--- config.mk ---
export PLATFORM = sky130hd
export DESIGN_NAME = mario_obj_dma_ctrl
export DESIGN_NICKNAME = d
export VERILOG_FILES = /design/src/rtl/mario_obj_dma_ctrl.sv
export SDC_FILE = /design/constraint.sdc
export NUM_CORES = 1
export LEC_CHECK = 0
export BUFFER_PORTS_ARGS = -buffer_cell sky130_fd_sc_hd__buf_2
export CAP_MARGIN = 20
export CORE_MARGIN = 4
export CORE_UTILIZATION = 40
export DETAILED_ROUTE_END_ITERATION = 8
export SYNTH_ARGS = -nofsm -noshare
export SYNTH_HDL_FRONTEND = slang
export SYNTH_SLANG_ARGS = --single-unit
--- constraint.sdc ---
create_clock -name I_CLK -period 1.9 [get_ports I_CLK]
set_input_delay 0.38 -clock I_CLK [delete_from_list [all_inputs] [get_ports I_CLK]]
set_output_delay 0.38 -clock I_CLK [all_outputs]
set_load 0.01 [all_outputs]
--- src/rtl/mario_obj_dma_ctrl.sv ---
// Once-per-frame object DMA: on the falling edge of vertical blank, borrows the CPU
// bus via BUSRQ/BUSAK and copies XFER_LEN bytes from SRC_BASE into the object buffer.
module mario_obj_dma_ctrl #(
  parameter logic [15:0] SRC_BASE = 16'h6900,
  parameter int          XFER_LEN = 384
) (
  input  logic        I_CLK,
  input  logic        I_RST_n,
  input  logic        I_CEN,
  input  logic        I_V_BLANKn,
  input  logic        I_ENABLE,
  output logic        O_BUSRQn,
  input  logic        I_BUSAKn,
  output logic [15:0] O_SRC_ADDR,
  output logic        O_SRC_RDn,
  input  logic [7:0]  I_SRC_DATA,
  output logic [8:0]  O_DST_ADDR,
  output logic [7:0]  O_DST_DATA,
  output logic        O_DST_WE,
  output logic        O_BUSY,
  output logic        O_DONE
);

  typedef enum logic [2:0] {
    S_IDLE    = 3'd0,
    S_REQ     = 3'd1,
    S_READ    = 3'd2,
    S_WRITE   = 3'd3,
    S_RELEASE = 3'd4
  } state_t;

  localparam logic [8:0] LAST = 9'(XFER_LEN - 1);

  state_t     state;
  logic [8:0] cnt;
  logic       vbl_hist;
  logic [8:0] cnt_nxt;
  logic       trigger;

  assign cnt_nxt = cnt + 9'd1;
  assign trigger = vbl_hist && !I_V_BLANKn && I_ENABLE && (state == S_IDLE);

  // Bus handshake: BUSRQn is held low from REQ until the last byte is written;
  // a read is only started on a CEN edge that samples BUSAKn low, and the bus
  // counts as returned only once BUSAKn is sampled high again in RELEASE.
  always_ff @(posedge I_CLK or negedge I_RST_n) begin
    if (!I_RST_n) begin
      state      <= S_IDLE;
      cnt        <= 9'd0;
      vbl_hist   <= 1'b1;
      O_BUSRQn   <= 1'b1;
      O_SRC_RDn  <= 1'b1;
      O_SRC_ADDR <= SRC_BASE;
      O_DST_ADDR <= 9'd0;
      O_DST_DATA <= 8'd0;
      O_DST_WE   <= 1'b0;
      O_BUSY     <= 1'b0;
      O_DONE     <= 1'b0;
    end else begin
      // DONE is a single system-clock pulse, so it clears on every edge.
      O_DONE <= 1'b0;
      if (I_CEN) begin
        vbl_hist <= I_V_BLANKn;
        case (state)
          S_IDLE: begin
            if (trigger) begin
              cnt      <= 9'd0;
              state    <= S_REQ;
              O_BUSRQn <= 1'b0;
              O_BUSY   <= 1'b1;
            end
          end
          S_REQ: begin
            if (!I_BUSAKn) begin
              state      <= S_READ;
              O_SRC_RDn  <= 1'b0;
              O_SRC_ADDR <= SRC_BASE + {7'd0, cnt};
            end
          end
          S_READ: begin
            // The read finishes even if acknowledge was lost during it.
            state      <= S_WRITE;
            O_DST_DATA <= I_SRC_DATA;
            O_DST_ADDR <= cnt;
            O_DST_WE   <= 1'b1;
            O_SRC_RDn  <= 1'b1;
          end
          S_WRITE: begin
            O_DST_WE <= 1'b0;
            if (cnt == LAST) begin
              state    <= S_RELEASE;
              O_BUSRQn <= 1'b1;
            end else begin
              cnt <= cnt_nxt;
              if (!I_BUSAKn) begin
                state      <= S_READ;
                O_SRC_RDn  <= 1'b0;
                O_SRC_ADDR <= SRC_BASE + {7'd0, cnt_nxt};
              end else begin
                state <= S_REQ;
              end
            end
          end
          S_RELEASE: begin
            if (I_BUSAKn) begin
              state  <= S_IDLE;
              O_BUSY <= 1'b0;
              O_DONE <= 1'b1;
            end
          end
          default: state <= S_IDLE;
        endcase
      end
    end
  end

endmodule

== Word level (Yosys, flattened, before mapping) ==
Cells that the tools add are included.
Widths: inputs -> output; s select.
Operators by class
  reduce and logical (&&, ||, !) cells: 18
  multiplexer cells: 26
  equal/unequal tests: 11
  $add $sub $neg: 3
Operator list (number)
  $mux 16: 3
  $add 15x9->16 const A: 2
  $pmux 16 s2: 1
  $mux 9: 2
  $pmux 9 s2: 1
  $reduce_and 4->1: 4
  $pmux 3 s5: 1
  $mux 3: 4
  $ne 2x2->1 const B: 6
  $add 9x1->9 const B: 1
  $eq 9x9->1 const B: 1
  $mux 1: 9
  $reduce_bool 2->1: 4
  $eq 3x2->1 const B: 2
  $pmux 1 s2: 3
  $reduce_and 5->1: 1
  $reduce_and 2->1: 2
  $eq 3x1->1 const B: 1
  $eq 3x3->1 const B: 1
  $logic_and 1x1->1: 3
  $logic_not 3->1: 1
  $pmux 1 s3: 1
  $reduce_and 3->1: 1
  $reduce_bool 3->1: 1
  other kinds (2): 2
Word-level totals
  register bits: 51
  word-level logic and storage cells: 69

== Logic depth before layout (Yosys ltp) ==
Gate-level depths: netlist (run 1).
  depth after elaboration: 6
  depth in mapped cells: 7

== Least setup slack after synthesis (run 1) ==
OpenSTA, ideal clock, no wires.
  kind: register -> register
  start: register cnt[1]
  end: register O_SRC_ADDR[8]
  data arrival time: 1616 ps
  setup time: 82 ps
  stages on the path, launching flop included: 5
  path slack: 202 ps
  required time: 1818 ps
  cell sequence: dfrtp_1 ha_1 nand4b_2 o311ai_4 mux2_4
Between the ends
  cells in the longest elaborated chain, start to end: 5
Ends and longest elaborated chain
  start: declaration: RTL line 35  | logic [8:0] cnt;
  start signal: assignment: RTL line 94  | cnt <= cnt_nxt;
  $add 9x1->9: RTL line 40  | assign cnt_nxt = cnt + 9'd1;
  $add 15x9->16: RTL line 98  | O_SRC_ADDR <= SRC_BASE + {7'd0, cnt_nxt};
  $mux 16: RTL line 95  | if (!I_BUSAKn) begin
  $mux 16: RTL line 90  | if (cnt == LAST) begin
  $pmux 16 s2: RTL line 64  | case (state)
  end signal: assignment: RTL line 77  | O_SRC_ADDR <= SRC_BASE + {7'd0, cnt};
  end signal: assignment: RTL line 98
  end: declaration: RTL line 14  | output logic [15:0] O_SRC_ADDR,
Parallel ways exist; a longest one is shown, timed or not. The select of a mux whose other input is x is not followed.
A chain may end at the register's enable or synchronous reset.

== Worst setup path after layout (run 1) ==
  start: register state[2]
  end: register O_DST_ADDR[0]
Between the ends
  cells in the longest elaborated chain, start to end: 2
Ends and longest elaborated chain
  start: declaration: RTL line 34  | state_t state;
  start signal: assignment: RTL line 48  | state <= S_IDLE;
  start signal: assignment: RTL line 68  | state <= S_REQ;
  start signal: assignment: RTL line 75  | state <= S_READ;
  $eq 3x2->1: RTL line 64
  $reduce_and 2->1 (no line)
  end signal: assignment: RTL line 84  | O_DST_ADDR <= cnt;
  end: declaration: RTL line 17  | output logic [8:0] O_DST_ADDR,
No other way between the ends.

==> flow_summary.toml, run 1 <==
[clock_network]
cts_buffers = 5
htreeDepth = 2
cts_tree = "built"
clockRootBuffer = "clkbuf_8"
hold_buffers = 0
clockBufferDepth = 2
cts_setup_buffers = 0
cts.clk_slew.worst_paths_ns = 0.08
cts_resized = 0
clkLatencyLatePin_ns = 0.30
cts_sinks = 45

[worst_setup_path]
path_cells = "and2b_2 > nand2_2 > nor2_4 > buf_12 > mux2_2"
critPathMaxStageDelay_ns = 0.48
cp-end-kind = "flip-flop"
worstPathRequired_ns = 2.09
worst_r2r_path_depth = 5
cp_num_cells = 5
worstPathMaxFanout = 18
crit_buf_inv = 1
crit_family = "simple AND/OR/NAND/NOR gates"
slowest_stage = "dfrtp_1"
worstSetupStartpointType = "flip-flop"
worst-setup-path-type = "flip-flop to flip-flop"
worstPathArrival_ns = 1.90

[logic_synthesis]
synth-edff-count = 0
synth_flop_cell = "dfrtp_1"
ys_types = 51
netlist_top_cells_area = "dfrtp_1 45%, mux2_2 8.5%, dfstp_2 4.7%, nand2_1 2.8%, o21ai_0 2.7%"
synth_top_area_share_pct = 45.4
avgSynthCellArea_um2 = 11.4
syn_inst = 198
synthArstFlopShare_pct = 100
synth.ff_latch_count = 45
synth_top_area_cell = "dfrtp_1"
yosysWarnings = 0
yosysSeqAreaShare_pct = 50.1
synth_area_um2 = 2260

[power_and_ir_drop]
power.density_nw_per_um2 = 1300
p_int_uw = 2240
p_switching_uw = 1250
seq_power_share_pct = 41.0
power_leakage_uw = 0.00128
p_sw_share_pct = 35.8
combPwrFrac_pct = 38.5
pwr-share-clk_pct = 20.5
peakVddDrop_mv = 0.692

[floorplan]
placementRows = 27
start_util_pct = 41.0
ios = 52
die_w_um = 83.2
dieArea_um2 = 6920
fp.coreArea_um2 = 5510
die_h_um = 83.2

[global_route]
grt_usage_pct = 13.5
antenna_found_initial = 0
grt_pass1_vias = 1561
grt_max_degree = 25
grt_overflow = 0
grt_pass1_wl_um = 7650

[drt]
totalWireLength_um = 4440
viasPerCell = 5.01
vias = 1609
wire_per_inst_um = 13.8
drt_pass1_iterations = 4
drt_iter0_markers = 143
drc_errors = 0
drtAntennaViolNets = 0

[timing]
period_minus_slack_ns = 1.71
timing.final.hold_violations = 0
fin_tns_setup_ns = 0
relSlewSlack_pct = 66.1
max_clock_freq_mhz = 584
rsz0062_at_grt = "false"
slew_viol_final = 0
period_share_pct = 90.1
finalClockSkew_ns = 0.00331
worstMarginPinSlew_ns = 0.509
setup_viol = 0

[place]
globalplace.congestion = 0.741
dp_hpwl_um = 3230
numPortBuffers = 45

[status]
status = "completed"

[final_layout]
post_route_cells_drive_above_1_share_pct = 39.4
finalNetCount = 264
post-route-util_pct = 48.7
num_antenna_cells = 0
area_growth_pct = 18.7

[hold_path]
hold_path.class = "input pin to async pin"

[flow_run]
cap_viol_max_count = 0
routing by layer:
layer  vias up  global-route usage [%]  share of wire, %
li1        796                       -                 -
met1       769                    17.7                46
met3         5                    3.47               5.3
met4         0                    5.79               1.5
met5         -                       0                 0
met2        39                    21.0                47
logic make-up after synthesis:
kind of cell | share of synthesized area, %
buf+inv | 6.31
mux | 12.0
compound gates | 14.3
other cells | 0.332
xor+xnor | 2.71
fa+ha+maj | 1.11
flops | 50.1
simple gates | 13.2
stage by stage:
| step | total power [µW] | hold WS [ns] | setup WS [ns] | cell area, µm² | instances |
|---|---|---|---|---|---|
| after global placement | 2770 | 0.388 | 0.189 | 2570 | 313 |
| final | 3480 | 0.0414 | 0.189 | 2680 | 321 |
| after global routing | 3730 | 0.0784 | 0.0437 | 2680 | 321 |
| after CTS | 3530 | 0.0538 | 0.174 | 2680 | 321 |
| after floorplan | 2320 | 0.0844 | 0.202 | 2270 | 202 |
| after detailed placement | 2800 | 0.388 | 0.192 | 2570 | 313 |
cell usage in the layout (no fill, tap or decap), types with 2 or more instances in the layout:
master,Yosys,final
a21oi_1,5,5
conb_1,2,6
clkbuf_8,0,5
xnor2_1,5,5
mux2i_1,3,3
a31oi_1,8,8
nor2b_1,2,2
inv_1,4,4
nor3_1,5,5
mux2_2,17,17
buf_12,0,2
dfstp_2,4,4
buf_4,8,9
a41oi_1,2,2
a21o_1,2,2
xor2_1,2,2
a211o_1,2,2
o21ai_1,2,2
ha_1,2,2
dfrtp_1,41,41
nor2_1,9,9
nand3_1,5,5
mux2_1,3,3
buf_2,6,45
o21ai_0,12,12
nand2_1,17,17
o21ai_2,2,2
area by class of cell:
class                           instances  area, µm²
Clock inverter                          2       35.0
Multi-Input combinational cell        135       1000
Tap cell                               72       90.1
Clock buffer                            6       72.6
Inverter                                5       18.8
Fill cell                             521       2830
Sequential cell                        45       1130
Timing Repair Buffer                   56        333
power by group through the flow:
stage | clock network, µW | logic [µW] | registers [µW]
2_1_floorplan | 0 | 852 | 1470
3_3_place_gp | 0 | 1330 | 1440
3_5_place_dp | 0 | 1350 | 1450
4_1_cts | 736 | 1350 | 1440
5_1_grt | 778 | 1470 | 1490
6_report | 713 | 1340 | 1430
synth_stat cells, drive strengths merged (3+ instances only):
cell and n:
dfrtp 41, mux2 21, nand2 18, buf 17, o21ai 16, nor2 10, a31oi 8, a21oi 6
inv 5, nand3 5, nor3 5, xnor2 5, dfstp 4, mux2i 3
state kept, by name, summed over array words and instances (netlist names):
name	cells
O_SRC_ADDR	10
O_DST_DATA	8
O_DST_WE	1
cnt	9
O_DONE	1
O_SRC_RDn	1
O_BUSY	1
vbl_hist	1
O_BUSRQn	1
O_DST_ADDR	9
state	3
path summary, 6_finish.rpt:
path | start | endpoint | slack (ns)
hold / removal | I_RST_n | state[1]$_DFFE_PN0P_ | 0.04
max in group asynchronous | I_RST_n | O_SRC_ADDR[8]$_DFFE_PN1P_ | 1.29
setup reg to reg | state[2]$_DFFE_PN0P_ | O_DST_ADDR[0]$_DFFE_PN0P_ | 0.19
setup / recovery | state[2]$_DFFE_PN0P_ | O_DST_ADDR[0]$_DFFE_PN0P_ | 0.19
hold reg to reg | O_DST_WE$_DFFE_PN0P_ | O_DST_WE$_DFFE_PN0P_ | 0.48
min in group I_CLK | I_SRC_DATA[5] | O_DST_DATA[5]$_DFFE_PN0P_ | 0.29
No activity file was read; power rests on OpenSTA's default activity.
==> run 2: changes to the inputs <==
--- a/config.mk
+++ b/config.mk
@@ -7,9 +7,12 @@
 export LEC_CHECK = 0
 export BUFFER_PORTS_ARGS = -buffer_cell sky130_fd_sc_hd__buf_2
 export CAP_MARGIN = 20
+export CELL_PAD_IN_SITES_DETAIL_PLACEMENT = 1
+export CELL_PAD_IN_SITES_GLOBAL_PLACEMENT = 2
 export CORE_MARGIN = 4
-export CORE_UTILIZATION = 40
+export CORE_UTILIZATION = 34
 export DETAILED_ROUTE_END_ITERATION = 8
+export PLACE_DENSITY_LB_ADDON = 0.1
 export SYNTH_ARGS = -nofsm -noshare
 export SYNTH_HDL_FRONTEND = slang
 export SYNTH_SLANG_ARGS = --single-unit
==> flow_summary.toml, run 2 (synthesis results as in run 1) <==
[status]
status = "completed"

[power_and_ir_drop]
seq_power_share_pct = 40.9
p_total_uw = 3510
peakVddDrop_mv = 0.542
p_sw_share_pct = 36.1
combPwrFrac_pct = 39.3
p_int_uw = 2240
power_leakage_uw = 0.00129
power.density_nw_per_um2 = 1310
p_switching_uw = 1270
pwr-share-clk_pct = 19.7

[worst_setup_path]
timing.rr.start = "cnt[0]$_DFFE_PN0P_"
crit_buf_inv = 1
cp_num_cells = 5
path_cells = "ha_1 > nand4b_2 > o311ai_4 > buf_4 > o21ai_0"
worstSetupStartpointType = "flip-flop"
cp-end-kind = "flip-flop"
reg2reg_to = "O_SRC_ADDR[3]$_DFFE_PN0P_"
worstPathArrival_ns = 1.92
critPathMaxStageDelay_ns = 0.43
rrSetupSlack_ns = 0.15
crit_end = "O_SRC_ADDR[3]$_DFFE_PN0P_"
crit_start = "cnt[0]$_DFFE_PN0P_"
crit_family = "compound AO/OA/AOI/OAI gates"
worstPathRequired_ns = 2.07
worstPathMaxFanout = 16
worst_r2r_path_depth = 5
worst-setup-path-type = "flip-flop to flip-flop"
slowest_stage = "dfrtp_1"

[final_layout]
final_common_cell = "buf_2"
final_cell_mix = "45 x buf_2, 41 x dfrtp_1, 17 x nand2_1, 17 x mux2_2"
finalNetCount = 266
fill_cells = 725
area_growth_pct = 19.0
reg_top3 = "O_SRC_ADDR: 10 flops, O_DST_ADDR: 9 flops, cnt: 9 flops"
largest_reg_flops = 10
post-route-util_pct = 42.1
post_route_cells_drive_above_1_share_pct = 39.8
num_antenna_cells = 0
largest-register = "O_SRC_ADDR"

[floorplan]
die_h_um = 89.5
placementRows = 29
die_w_um = 89.5
start_util_pct = 35.4
ios = 52
dieArea_um2 = 8010
fp.coreArea_um2 = 6390

[clock_network]
cts_buffers = 5
clockRootBuffer = "clkbuf_8"
cts_resized = 0
cts_sinks = 45
clkLatencyLatePin_ns = 0.29
cts.clk_slew.worst_paths_ns = 0.08
cts_setup_buffers = 0
hold_buffers = 0
htreeDepth = 2
cts_tree = "built"
clockBufferDepth = 2

[timing]
rsz0062_at_grt = "false"
finalClockSkew_ns = 0.00548
worstMarginPinSlew_ns = 0.577
timing.final.hold_violations = 0
slew_viol_final = 0
setup_viol = 0
max_clock_freq_mhz = 572
whs_ns = 0.169
period_share_pct = 92.0
relSlewSlack_pct = 61.5
setup_ws_ns = 0.151
fin_tns_setup_ns = 0
period_minus_slack_ns = 1.75

[place]
dp_hpwl_um = 3850
globalplace.congestion = 0.742
dpl_worst_slack_ns = 0.144
numPortBuffers = 45

[global_route]
grt_usage_pct = 14.0
grt_pass1_wl_um = 8570
grt_max_degree = 46
grt_overflow = 0
grt_pass1_vias = 1766
antenna_found_initial = 0

[drt]
vias = 1663
viasPerCell = 5.07
drt_pass1_iterations = 4
drt_iter0_markers = 112
wire_per_inst_um = 15.7
drtAntennaViolNets = 0
drc_errors = 0
totalWireLength_um = 5140

[flow_run]
cap_viol_max_count = 0

[hold_path]
hold_path.class = "input pin to async pin"
run 2: cell types whose count changed in the layout (fill, tap and decap cells not counted):
cell	previous run	this run
buf_12	2	1
buf_4	9	12
run 2: cell type report:
cell class,instances,area [µm²],area share [%]
sequential,45,1130,42.0
multi-input combinational,135,1000,37.2
timing repair buffer,58,335,12.5
tap,77,96.3,3.58
clock buffer,6,72.6,2.70
clock inverter,2,35.0,1.30
inverter,5,18.8,0.698
run 2: worst min path at each step:
stage                                    from                   endpoint  slack [ns]  cells past startpoint
floorplan                             I_RST_n         O_BUSY$_DFFE_PN0P_        0.08                      0
global placement    O_SRC_ADDR[0]$_DFFE_PN0P_  O_SRC_ADDR[0]$_DFFE_PN0P_        0.46                      2
detailed placement       O_DST_WE$_DFFE_PN0P_       O_DST_WE$_DFFE_PN0P_        0.46                      1
CTS                                   I_RST_n  O_SRC_ADDR[5]$_DFFE_PN0P_        0.18                      2
global route                          I_RST_n  O_DST_ADDR[3]$_DFFE_PN0P_        0.20                      2
finish                                I_RST_n  O_SRC_ADDR[1]$_DFFE_PN0P_        0.17                      2
run 2: routing by layer:
layer	up-vias	share of wire (%)	track usage, %
met1	813	47	18.7
met5	-	0	0
met4	0	1.5	5.28
met2	48	45	21.7
li1	795	-	-
met3	7	6.4	3.69
run 2: stage by stage:
step | area (µm²) | instances
after detailed placement | 2580 | 320
after global routing | 2690 | 328
after CTS | 2690 | 328
after global placement | 2580 | 320
after floorplan | 2270 | 202
final | 2690 | 328
run 2: power groups by stage:
stage | sequential [µW] | clock, µW | combinational [µW]
3_3_place_gp | 1440 | 0 | 1370
2_1_floorplan | 1470 | 0 | 852
5_1_grt | 1480 | 771 | 1530
4_1_cts | 1440 | 729 | 1410
3_5_place_dp | 1460 | 0 | 1400
6_report | 1440 | 692 | 1380
==> run 3: changes to the inputs <==
--- a/config.mk
+++ b/config.mk
@@ -10,7 +10,7 @@
 export CELL_PAD_IN_SITES_DETAIL_PLACEMENT = 1
 export CELL_PAD_IN_SITES_GLOBAL_PLACEMENT = 2
 export CORE_MARGIN = 4
-export CORE_UTILIZATION = 34
+export CORE_UTILIZATION = 37
 export DETAILED_ROUTE_END_ITERATION = 8
 export PLACE_DENSITY_LB_ADDON = 0.1
 export SYNTH_ARGS = -nofsm -noshare
==> constraint.sdc (replaced) <==
create_clock -name I_CLK -period 2.1 [get_ports I_CLK]
set_input_delay 0.42 -clock I_CLK [delete_from_list [all_inputs] [get_ports I_CLK]]
set_output_delay 0.42 -clock I_CLK [all_outputs]
set_load 0.05 [all_outputs]
==> flow_summary.toml, run 3 (synthesis results as in run 1) <==
[timing]
timing.final.hold_violations = 0
max_clock_freq_mhz = 553
period_share_pct = 86.1
slew_viol_final = 0
period_minus_slack_ns = 1.81
setup_viol = 0
rsz0062_at_grt = "false"
relSlewSlack_pct = 63.9
finalClockSkew_ns = 0.00775
worstMarginPinSlew_ns = 0.541
fin_tns_setup_ns = 0

[floorplan]
start_util_pct = 38.2
dieArea_um2 = 7420
die_h_um = 86.2
placementRows = 28
ios = 52
fp.coreArea_um2 = 5920
die_w_um = 86.2

[power_and_ir_drop]
peakVddDrop_mv = 0.816
power.density_nw_per_um2 = 1400
power_leakage_uw = 0.00127
p_total_uw = 3730

[place]
dp_hpwl_um = 3850
globalplace.congestion = 0.768
numPortBuffers = 45
dpl_cell_area_um2 = 2550

[final_layout]
final_area_um2 = 2670
num_antenna_cells = 0
finalNetCount = 261
fill_cells = 671
post_route_cells_drive_above_1_share_pct = 39.0
final_cell_mix = "45 x buf_2, 41 x dfrtp_1, 17 x nand2_1, 17 x mux2_2, 12 x o21ai_0"
largest-register = "O_SRC_ADDR"
area_growth_pct = 18.2
reg_top3 = "O_SRC_ADDR: 10 flops, O_DST_ADDR: 9 flops, cnt: 9 flops"
final_common_cell = "buf_2"
largest_reg_flops = 10

[worst_setup_path]
worstPathMaxFanout = 10
critPathMaxStageDelay_ns = 0.51
cp-end-kind = "flip-flop"
rrSetupSlack_ns = 0.29
crit_buf_inv = 0
slowest_stage = "dfrtp_1"
path_cells = "nor2_1 > o21ai_0 > a21oi_2 > mux2_2"
worst-setup-path-type = "flip-flop to flip-flop"
worstSetupStartpointType = "flip-flop"
worstPathArrival_ns = 2.00
worstPathRequired_ns = 2.29
crit_family = "compound AO/OA/AOI/OAI gates"

[drt]
drt_pass1_iterations = 4
drt_iter0_markers = 81
drc_errors = 0
totalWireLength_um = 5070
viasPerCell = 5.12
drtAntennaViolNets = 0
wire_per_inst_um = 15.8
vias = 1643

[global_route]
antenna_found_initial = 0
grt_usage_pct = 14.7
grt_pass1_vias = 1775
grt_max_degree = 24
grt_pass1_wl_um = 8710
grt_overflow = 0

[clock_network]
cts_tree = "built"
cts_setup_buffers = 0
cts_buffers = 5
clkLatencyLatePin_ns = 0.30
cts_sinks = 45
clockRootBuffer = "clkbuf_8"
clockBufferDepth = 2
cts.clk_slew.worst_paths_ns = 0.09
hold_buffers = 0
cts_resized = 0
htreeDepth = 2

[status]
status = "completed"

[hold_path]
hold_path.class = "input pin to async pin"

[flow_run]
cap_viol_max_count = 0
-- run 3: report_power, final --
part | leakage, µW | switching (µW) | internal, µW
clock | 0.0000543 | 314 | 356
combinational | 0.000643 | 1190 | 541
sequential | 0.000569 | 220 | 1110
total | 0.00127 | 1730 | 2000
-- run 3: area by class of cell --
| class | count | area [µm²] | area share (%) |
|---|---|---|---|
| Clock buffer | 5 | 68.8 | 2.58 |
| Clock inverter | 3 | 46.3 | 1.73 |
| Inverter | 5 | 18.8 | 0.703 |
| Multi-Input combinational cell | 135 | 1000 | 37.5 |
| Sequential cell | 45 | 1130 | 42.4 |
| Tap cell | 75 | 93.8 | 3.51 |
| Timing Repair Buffer | 53 | 310 | 11.6 |
-- run 3: final timing paths --
kind | startpoint | end | depth (start not counted)
hold / removal | I_RST_n | cnt[1]$_DFFE_PN0P_ | 1
hold reg to reg | O_SRC_ADDR[0]$_DFFE_PN0P_ | O_SRC_ADDR[0]$_DFFE_PN0P_ | 2
min in group I_CLK | I_SRC_DATA[3] | O_DST_DATA[3]$_DFFE_PN0P_ | 2
max in group asynchronous | I_RST_n | O_DST_ADDR[8]$_DFFE_PN0P_ | 2
setup / recovery | state[0]$_DFFE_PN0P_ | cnt[0]$_DFFE_PN0P_ | 4
setup reg to reg | state[0]$_DFFE_PN0P_ | cnt[0]$_DFFE_PN0P_ | 4
-- run 3: layer usage --
metal	share of wire, %	GRT usage [%]	routed length (µm)
met5	0	0	0
met4	1.2	3.45	61
met2	45	23.3	2280
met3	7.8	4.51	394
met1	46	19.7	2330
-- run 3: per-stage QoR --
step	std cells	utilization [%]	setup slack [ns]	hold slack, ns
global route	321	45.1	0.170	0.126
global placement	313	43.2	0.358	0.434
detailed placement	313	43.2	0.291	0.434
finish	321	45.1	0.292	0.0926
CTS	321	45.1	0.292	0.101
floorplan	202	-	0.402	0.124
